### src/rtl/ik_swift_pkg.sv
// Shared widths, state encoding and saturating arithmetic for the IK iteration sequencer.
package ik_swift_pkg;

  localparam int W        = 36;
  localparam int N_JOINT  = 6;
  localparam int N_POSE   = 6;
  localparam int MAX_ITER = 16;

  typedef logic signed [W-1:0] data_t;

  localparam data_t TOL      = 36'sd256;
  localparam data_t DATA_MAX = {1'b0, {(W-1){1'b1}}};
  localparam data_t DATA_MIN = {1'b1, {(W-1){1'b0}}};

  typedef logic [2:0] state_t;

  localparam state_t S_IDLE     = 3'd0;
  localparam state_t S_JAC_REQ  = 3'd1;
  localparam state_t S_JAC_WAIT = 3'd2;
  localparam state_t S_CHECK    = 3'd3;
  localparam state_t S_SLV_REQ  = 3'd4;
  localparam state_t S_SLV_WAIT = 3'd5;
  localparam state_t S_UPDATE   = 3'd6;

  // One guard bit; overflow shows as a mismatch between the two top bits.
  function automatic data_t sat_add(input data_t a, input data_t b);
    logic signed [W:0] s;
    s = {a[W-1], a} + {b[W-1], b};
    if (s[W] != s[W-1]) sat_add = s[W] ? DATA_MIN : DATA_MAX;
    else                sat_add = s[W-1:0];
  endfunction

  function automatic data_t sat_sub(input data_t a, input data_t b);
    logic signed [W:0] s;
    s = {a[W-1], a} - {b[W-1], b};
    if (s[W] != s[W-1]) sat_sub = s[W] ? DATA_MIN : DATA_MAX;
    else                sat_sub = s[W-1:0];
  endfunction

  function automatic data_t sat_abs(input data_t a);
    if (a == DATA_MIN)  sat_abs = DATA_MAX;
    else if (a[W-1])    sat_abs = -a;
    else                sat_abs = a;
  endfunction

endpackage

### src/rtl/ik_swift_core_addsub.sv
// Element-wise saturating add (SUB=0) or subtract (SUB=1) over N packed signed words.
module ik_vec_sat_addsub
  import ik_swift_pkg::*;
#(
  parameter int N   = 6,
  parameter bit SUB = 1'b0
) (
  input  logic [N*W-1:0] a,
  input  logic [N*W-1:0] b,
  output logic [N*W-1:0] y
);

  always_comb begin
    y = '0;
    for (int i = 0; i < N; i++) begin
      if (SUB) y[i*W +: W] = sat_sub(data_t'(a[i*W +: W]), data_t'(b[i*W +: W]));
      else     y[i*W +: W] = sat_add(data_t'(a[i*W +: W]), data_t'(b[i*W +: W]));
    end
  end

endmodule

### src/rtl/ik_swift_core.sv
// IK iteration sequencer: FK -> error -> convergence test -> solve -> saturating angle update.
//   state    | meaning
//   IDLE     | result held, waiting for start
//   JAC_REQ  | jac_start pulse
//   JAC_WAIT | waiting for jac_done, then register error
//   CHECK    | tolerance / iteration-limit decision
//   SLV_REQ  | slv_start pulse
//   SLV_WAIT | waiting for slv_done, then capture dtheta
//   UPDATE   | theta += dtheta (saturated), iter_count++
module ik_swift_core
  import ik_swift_pkg::*;
(
  input  logic                   clk,
  input  logic                   rst,
  input  logic                   start,
  input  logic [N_JOINT*W-1:0]   theta_in,
  input  logic [N_POSE*W-1:0]    target_in,
  output logic                   busy,
  output logic                   done,
  output logic                   converged,
  output logic [7:0]             iter_count,
  output logic [N_JOINT*W-1:0]   theta_out,
  output logic                   jac_start,
  output logic [N_JOINT*W-1:0]   jac_theta,
  input  logic                   jac_done,
  input  logic [N_POSE*W-1:0]    jac_pos,
  output logic                   slv_start,
  output logic [N_POSE*W-1:0]    slv_err,
  input  logic                   slv_done,
  input  logic [N_JOINT*W-1:0]   slv_dtheta
);

  state_t                 state;
  logic [N_JOINT*W-1:0]   theta_q;
  logic [N_JOINT*W-1:0]   dtheta_q;
  logic [N_JOINT*W-1:0]   theta_nx;
  logic [N_POSE*W-1:0]    target_q;
  logic [N_POSE*W-1:0]    err_q;
  logic [N_POSE*W-1:0]    err_nx;
  logic                   within_tol;

  ik_vec_sat_addsub #(.N(N_POSE), .SUB(1'b1)) u_err (
    .a (target_q),
    .b (jac_pos),
    .y (err_nx)
  );

  ik_vec_sat_addsub #(.N(N_JOINT), .SUB(1'b0)) u_upd (
    .a (theta_q),
    .b (dtheta_q),
    .y (theta_nx)
  );

  always_comb begin
    within_tol = 1'b1;
    for (int i = 0; i < N_POSE; i++) begin
      if (sat_abs(data_t'(err_q[i*W +: W])) >= TOL) within_tol = 1'b0;
    end
  end

  assign theta_out = theta_q;
  assign jac_theta = theta_q;
  assign slv_err   = err_q;

  always_ff @(posedge clk) begin
    if (rst) begin
      state      <= S_IDLE;
      busy       <= 1'b0;
      done       <= 1'b0;
      converged  <= 1'b0;
      jac_start  <= 1'b0;
      slv_start  <= 1'b0;
      iter_count <= '0;
      theta_q    <= '0;
      target_q   <= '0;
      err_q      <= '0;
      dtheta_q   <= '0;
    end else begin
      jac_start <= 1'b0;
      slv_start <= 1'b0;
      done      <= 1'b0;
      case (state)
        S_IDLE: begin
          if (start) begin
            theta_q    <= theta_in;
            target_q   <= target_in;
            iter_count <= '0;
            converged  <= 1'b0;
            jac_start  <= 1'b1;
            busy       <= 1'b1;
            state      <= S_JAC_REQ;
          end
        end
        S_JAC_REQ: state <= S_JAC_WAIT;
        S_JAC_WAIT: begin
          if (jac_done) begin
            err_q <= err_nx;
            state <= S_CHECK;
          end
        end
        S_CHECK: begin
          if (within_tol) begin
            converged <= 1'b1;
            done      <= 1'b1;
            busy      <= 1'b0;
            state     <= S_IDLE;
          end else if (iter_count == 8'(MAX_ITER)) begin
            converged <= 1'b0;
            done      <= 1'b1;
            busy      <= 1'b0;
            state     <= S_IDLE;
          end else begin
            slv_start <= 1'b1;
            state     <= S_SLV_REQ;
          end
        end
        S_SLV_REQ: state <= S_SLV_WAIT;
        S_SLV_WAIT: begin
          if (slv_done) begin
            dtheta_q <= slv_dtheta;
            state    <= S_UPDATE;
          end
        end
        S_UPDATE: begin
          theta_q    <= theta_nx;
          iter_count <= iter_count + 8'd1;
          jac_start  <= 1'b1;
          state      <= S_JAC_REQ;
        end
        default: begin
          busy  <= 1'b0;
          state <= S_IDLE;
        end
      endcase
    end
  end

endmodule

### config.mk
export PLATFORM = sky130hd
export DESIGN_NAME = ik_swift_core
export DESIGN_NICKNAME = d
export VERILOG_FILES = /design/src/rtl/ik_swift_pkg.sv /design/src/rtl/ik_swift_core_addsub.sv /design/src/rtl/ik_swift_core.sv
export SDC_FILE = /design/constraint.sdc
export NUM_CORES = 2
export LEC_CHECK = 0
export ABC_AREA = 1
export CORE_AREA = 2 2 603 605
export DETAILED_ROUTE_END_ITERATION = 6
export DIE_AREA = 0 0 605 607
export SETUP_SLACK_MARGIN = 0.4
export SLEW_MARGIN = 40
export SYNTH_ARGS = -nofsm -noshare
export SYNTH_HDL_FRONTEND = slang
export SYNTH_HIERARCHICAL = 1
export SYNTH_SLANG_ARGS = --single-unit
### constraint.sdc
create_clock -name clk -period 2.86 [get_ports clk]
set_clock_uncertainty 0.15 [all_clocks]
set_input_delay 0.572 -clock clk [delete_from_list [all_inputs] [get_ports clk]]
set_output_delay 0.572 -clock clk [all_outputs]
set_load 0.02 [all_outputs]
# [Yosys cells after proc, flatten, opt, wreduce, memory -nomap -nowiden]
# Cells that the tools add are included.
[word_totals] reg_bits=880 latch_bits=0 mem_bits_rw=0 romBits=0 inputBits=869 output_inout_bits=661 word_cells=144 memories=0
[classes] addsub=19 multipliers=0 div_mod_pow=0 order_cmp=6 eq_ne=29 n_shift=0 muxes=64 bitwise_logic=2 n_reduce_logical=13
[ops] cell="two-way mux 36 bit" count=36
[ops] cell="case mux 216 bit (2 select lines)" count=1
[ops] cell="adder 36 x 36 -> 37 bit" count=6
[ops] cell="subtractor 36 x 36 -> 37 bit" count=6
[ops] cell="== test 36 bit, second input constant" count=6
[ops] cell="greater-or-equal comparator 36 x 10 -> 1 bit, second input constant" count=6
[ops] cell="two-way mux 216 bit" count=1
[ops] cell="negator 36 bit" count=6
[ops] cell="case mux 3 bit (7 select lines)" count=1
[ops] cell="case mux 8 bit (2 select lines)" count=1
[ops] cell="two-way mux 1 bit" count=15
[ops] cell="two-way mux 3 bit" count=5
[ops] cell="inequality test 1 bit" count=12
[ops] cell="== test 3 bit, second input constant" count=3
[ops] cell="AND reduction 3 bit" count=3
[ops] cell="adder 8 x 1 -> 8 bit, second input constant" count=1
[ops] cell="== test 8 x 5 -> 1 bit, second input constant" count=1
[ops] cell="two-way mux 8 bit" count=1
[ops] cell="AND reduction 2 bit" count=4
[ops] cell="== test 3 x 2 -> 1 bit, second input constant" count=2
[ops] cell="inequality test 2 bit, second input constant" count=3
[ops] cell="OR reduction 5 bit" count=1
[ops] cell="case mux 1 bit (2 select lines)" count=2
[ops] cell="nonzero test 2 bit" count=2
[ops] cell="other kinds (7)" count=8

# [Depth between registers and ports, before layout]
[logic_depth] word_depth=12 depth_mapped=24 ltp_nobuf=24

# [Modules after synthesis]
# The synthesis kept the hierarchy.
[by_module_without_submodules] mod="ik_swift_core" n_inst=1 cells_each=5994 area_per_inst_um2=40626.5 seq_area_each_um2=17616.9
[by_module_without_submodules] mod="ik_vec_sat_addsub at u_err" n_inst=1 cells_each=3373 area_per_inst_um2=17951.0 seq_area_each_um2=0.0
[by_module_without_submodules] mod="ik_vec_sat_addsub at u_upd" n_inst=1 cells_each=3142 area_per_inst_um2=16832.4 seq_area_each_um2=0.0

# [Worst setup path after synthesis]
# No wires, ideal clock.
[synth_timing] path_type="input to register" from="input jac_pos[180]" to="register err_q[206], in the netlist slv_err[206]" setup_ns=0.128 t_arrival_ns=2.462 required_time_ns=2.582 setup_slack_ns=0.119 stages=18 n_path_buf=1 cell_sequence="ha_1 > inv_1 > fa_1 > nand2_1 > nand2_1 > o21ai_1 > inv_1 > nand2_1 > nand3_2 > nand2_2 > nand2_2 > nand2_2 > nand2_4 > nand2_4 > buf_6 > o21ai_2 > o21ai_0 > a21oi_1"
[synth_via] elab_chain_cells=3 word_cells_on_any_way=4 classes_between="1 x add/sub; 1 x eq/ne; 2 x mux"
[synth_rtl] element="from (decl)" line="ik_swift_core.sv:26" text="input logic [N_POSE*W-1:0] jac_pos,"
[synth_rtl] element="subtractor 36 x 36 -> 37 bit (*)" line="ik_swift_pkg.sv:35" text="s = {a[W-1], a} - {b[W-1], b};"
[synth_rtl] element="two-way mux 36 bit or inequality test 1 bit (tied branches)" line="ik_swift_pkg.sv:36" text="if (s[W] != s[W-1]) sat_sub = s[W] ? DATA_MIN : DATA_MAX;"
[synth_rtl] element="two-way mux 36 bit (*)" line="ik_swift_pkg.sv:36"
[synth_rtl] element="named net err_nx[206]" line="ik_swift_core.sv:39" text="logic [N_POSE*W-1:0] err_nx;"
[synth_rtl] element="to (signal assigned)" line="ik_swift_core.sv:97" text="err_q <= err_nx;"
[synth_rtl] element="to (decl)" line="ik_swift_core.sv:38" text="logic [N_POSE*W-1:0] err_q;"
# The timed path passes the listed nets; every way through them passes the cells marked *.
# A chain may end at the register's enable or synchronous reset.

# [Final worst setup path]
[layout_timing] from="register err_q[109], in the netlist slv_err[109]" to="register converged"
[layout_via] elab_chain_cells=9 word_cells_on_any_way=12 classes_between="1 x add/sub; 1 x order compare; 2 x eq/ne; 7 x mux; 1 x reduce/logical"
[layout_rtl] element="negator 36 bit" line="ik_swift_pkg.sv:42" text="else if (a[W-1]) sat_abs = -a;"
[layout_rtl] element="two-way mux 36 bit" line="ik_swift_pkg.sv:42"
[layout_rtl] element="two-way mux 36 bit (*)" line="ik_swift_pkg.sv:41" text="if (a == DATA_MIN) sat_abs = DATA_MAX;"
[layout_rtl] element="greater-or-equal comparator 36 x 10 -> 1 bit (*)" line="ik_swift_core.sv:57" text="if (sat_abs(data_t'(err_q[i*W +: W])) >= TOL) within_tol = 1'b0;"
[layout_rtl] element="two-way mux 1 bit (*) (3 in a row)" line="ik_swift_core.sv:57"
[layout_rtl] element="inequality test 3 bit (no source line) or two-way mux 1 bit (tied branches)"
[layout_rtl] element="AND reduction 3 bit (no source line) or case mux 1 bit (2 select lines) (tied branches)"
[layout_rtl] element="to (signal assigned)" line="ik_swift_core.sv:70" text="converged <= 1'b0;"
[layout_rtl] element="to (signal assigned)" line="ik_swift_core.sv:88" text="converged <= 1'b0;"
[layout_rtl] element="to (signal assigned)" line="ik_swift_core.sv:103" text="converged <= 1'b1;"
[layout_rtl] element="to (decl)" line="ik_swift_core.sv:20" text="output logic converged,"
# Every way passes the cells marked *; elsewhere a longest branch is shown, timed or not.

==> metrics <==
pre-CTS setup slack -715.0 ps; RePlAce Congestion ~1.0; Post-synth EDFFs 0; total die area 0.3672 mm2; Leakage about 57 nW; worst setup margin -123.1 ps; syn_area_per_cell between 6 and 7 um2; Crit Path Max Fanout 5; CP required 3460 ps; CTS max path bufs 4; root buffer cell clkbuf_16; DP Wirelength between 300000 and 400000 um; register bit total from synthesis 880; I/O pin cnt 1530; final design area excluding fillers approximately 0.12 mm2; drt first pass iters 7; CTS H-Tree Depth 3; total track usage between 20% and 30%; Clock Latency Late Sink approximately 900 ps; chip width 605 um; Final #Nets 17072; DRC 10; Rows 221; Min-Delay Path Class input pin to flip-flop; sequential share of the synthesized area about a quarter; initial antenna violation count 142; final hold violation count 0; multi-input logic area about 0.056 mm2; distinct cell type count after synthesis between 50 and 60; Fmax approximately 0.34 GHz; pwr/cell area slightly below 700 mW/mm2; first-pass GRT wire length ~640000 um; asr flop ratio synth 0%; Slew Limit Fails 0; Mapped Nets 13830; Routed wire per std cell between 20 and 25 um; main flop type after synthesis dfxtp_1; wirelength, routed ~460000 um; Vias about 95000; Iteration-0 DRC Markers 6896; Synth top area share a little under a quarter; Final period util 104.3%; Post-Syn Area roughly 0.075 mm2; Finished Core Util about a third; CP Launch Type flip-flop; grt total ovfl 0; category of the most critical setup path flip-flop to flip-flop; Post-Synthesis Cells 12509; CORE AREA 0.3609 mm2; Worst-path clk slew 60 ps; Synth warnings 6; vias per std cell about 4.6; relative slew slack 49.08%; RSZ-0062 raised after global routing yes; CTS tree yes; max-capacitance violation count 0; share of cells above drive strength 1 between 20% and 30%; VDD IR max between 600 and 700 uV; CTS Buf Count approximately 120; cell taking the most area after synthesis dfxtp_1; Vert. Die Dim 607 um; Tmin final approximately 3000 ps; violated checks design-rule violations, negative setup slack; post-route ant nets 0; worst slew pin tran 763.8 ps; clk sinks a little under 900; crit end category flip-flop; final setup vio count 6; Area contributors post-synth dfxtp_1 (23%), nand2_1 (20%), ha_1 (7.3%), nor2_1 (7.3%), a21oi_1 (6.3%); TNS Setup -283.8 ps; Area Growth Syn to Fin 62.76%; pin count of the biggest net entering global routing 123; Power Total ~84 mW; IO buf count around 1500; filler instances between 30000 and 40000; crit path DAT approximately 3600 ps; Reg area between 0.015 and 0.02 mm2; status finished with violations; Post-DP Area 0.1099 mm2; Initial Utilization a little over a fifth; number of global-route vias before repair about 90000
==> synth_stat cells (20+ instances only) <==
cell type,instances
a21o_1,21
a21oi_1,949
a31oi_1,240
buf_2,22
buf_4,219
buf_6,69
clkbuf_1,332
dfxtp_1,880
ha_1,440
inv_1,1152
inv_2,28
nand2_1,3967
nand2_2,142
nand2_4,26
nand3_1,740
nand3_2,33
nand3b_1,118
nand4_1,63
nor2_1,1465
nor2_2,54
nor2_4,20
nor3_1,79
nor4_1,24
o211ai_1,27
o21a_1,62
o21ai_0,694
o21ai_2,135
o21bai_1,101
xnor2_1,93
xor2_1,215
==> metrics by stage <==
step                      cells  hold WS, ps
after floorplan           12509        294.8
after global routing      20703        82.44
after CTS                 20531        23.84
after global placement    20236        303.5
after detailed placement  20236        306.3
final                     20713        105.0
==> routing by layer <==
| metal | GRT usage, % | vias to the layer above | wire length [um] |
|---|---|---|---|
| met4 | 19.56 | 42 | 41570 |
| met2 | 39.89 | 3198 | 217700 |
| met3 | 4.946 | 906 | 30520 |
| met1 | 26.00 | 44138 | 173600 |
| met5 | 0 | - | 276 |
| li1 | - | 46910 | - |
==> placed cells by master (no fill, tap or decap), drive strengths merged, types with 66 or more instances in the layout <==
| master | netlist | layout |
|---|---|---|
| o21bai | 101 | 101 |
| a21oi | 955 | 955 |
| clkdlybuf4s15 | 0 | 66 |
| dfxtp | 880 | 880 |
| diode | 0 | 75 |
| nand2 | 4136 | 4143 |
| clkbuf | 332 | 213 |
| a31oi | 240 | 240 |
| nor3 | 79 | 79 |
| ha | 440 | 440 |
| o21ai | 846 | 846 |
| clkdlybuf4s50 | 0 | 1169 |
| buf | 329 | 2465 |
| nand3b | 118 | 118 |
| xnor2 | 93 | 93 |
| xor2 | 215 | 215 |
| nand3 | 780 | 782 |
| inv | 1180 | 1188 |
| nor2 | 1540 | 1540 |
==> cell families after synthesis <==
kind of cell    synth area share [%]
fa+ha+maj                      7.619
buf+inv                        11.02
flops                          23.36
simple gates                   37.40
xor+xnor                       3.577
compound gates                 17.02
==> report_power, final <==
group | total, mW | internal [mW] | switching (mW)
Clock | 15.8 | 9.12 | 6.70
Combinational | 52.2 | 22.6 | 29.6
Sequential | 16.4 | 14.3 | 2.16
Total | 84.5 | 46.0 | 38.5
==> layout make-up <==
cell class,count,area share (%)
clock buffer,159,2.735
tap,4794,4.887
multi-input combinational,9794,45.96
antenna,75,0.1529
timing repair buffer,3775,27.43
inverter,1183,3.661
clock inverter,53,0.5138
sequential,880,14.66
==> sequential cells by signal, summed over array words and instances, names as in the netlist <==
name,count
dtheta_q,216
converged,1
slv_err,216
done,1
jac_start,1
slv_start,1
jac_theta,216
busy,1
target_q,216
iter_count,8
state,3
==> final timing paths <==
path / cells past startpoint / slack, ps / to / from
max: 24 / -120 / converged / slv_err[109]
min: 3 / 100 / target_q[140] / target_in[140]
max reg2reg: 24 / -120 / converged / slv_err[109]
min reg2reg: 2 / 320 / dtheta_q[201] / dtheta_q[201]
==> worst max-delay path, stage by stage, from the launching register on <==
cell     delay [ps]
dfxtp_2         340
inv_2            50
ha_4            160
nand3_4         100
nor2_4           50
buf_6           120
buf_6           110
nor2_4           90
nand2_2          60
nand2_2          70
nand2_2          60
nor2_1          100
nand2_1          60
nor2_2          130
nand2_2         100
nor2_1          100
nand3_1         110
nand2_2         140
nand2_4          80
nor2_4          170
nand2_8         110
nand2_4         100
nand2_4          70
a21oi_2         130
nor2_1           40
==> repair_timing <==
| action | in CTS | in global routing |
|---|---|---|
| gates resized for setup | 1894 | 1221 |
| gates cloned | 15 | 23 |
| pin swaps | 147 | 333 |
| hold endpoints to repair | 40 | 0 |
| buffers inserted | 66 | 84 |
| hold buffers | 2 | 0 |
| setup endpoints to repair | 1076 | 873 |
(Power assumes the default switching activity.)
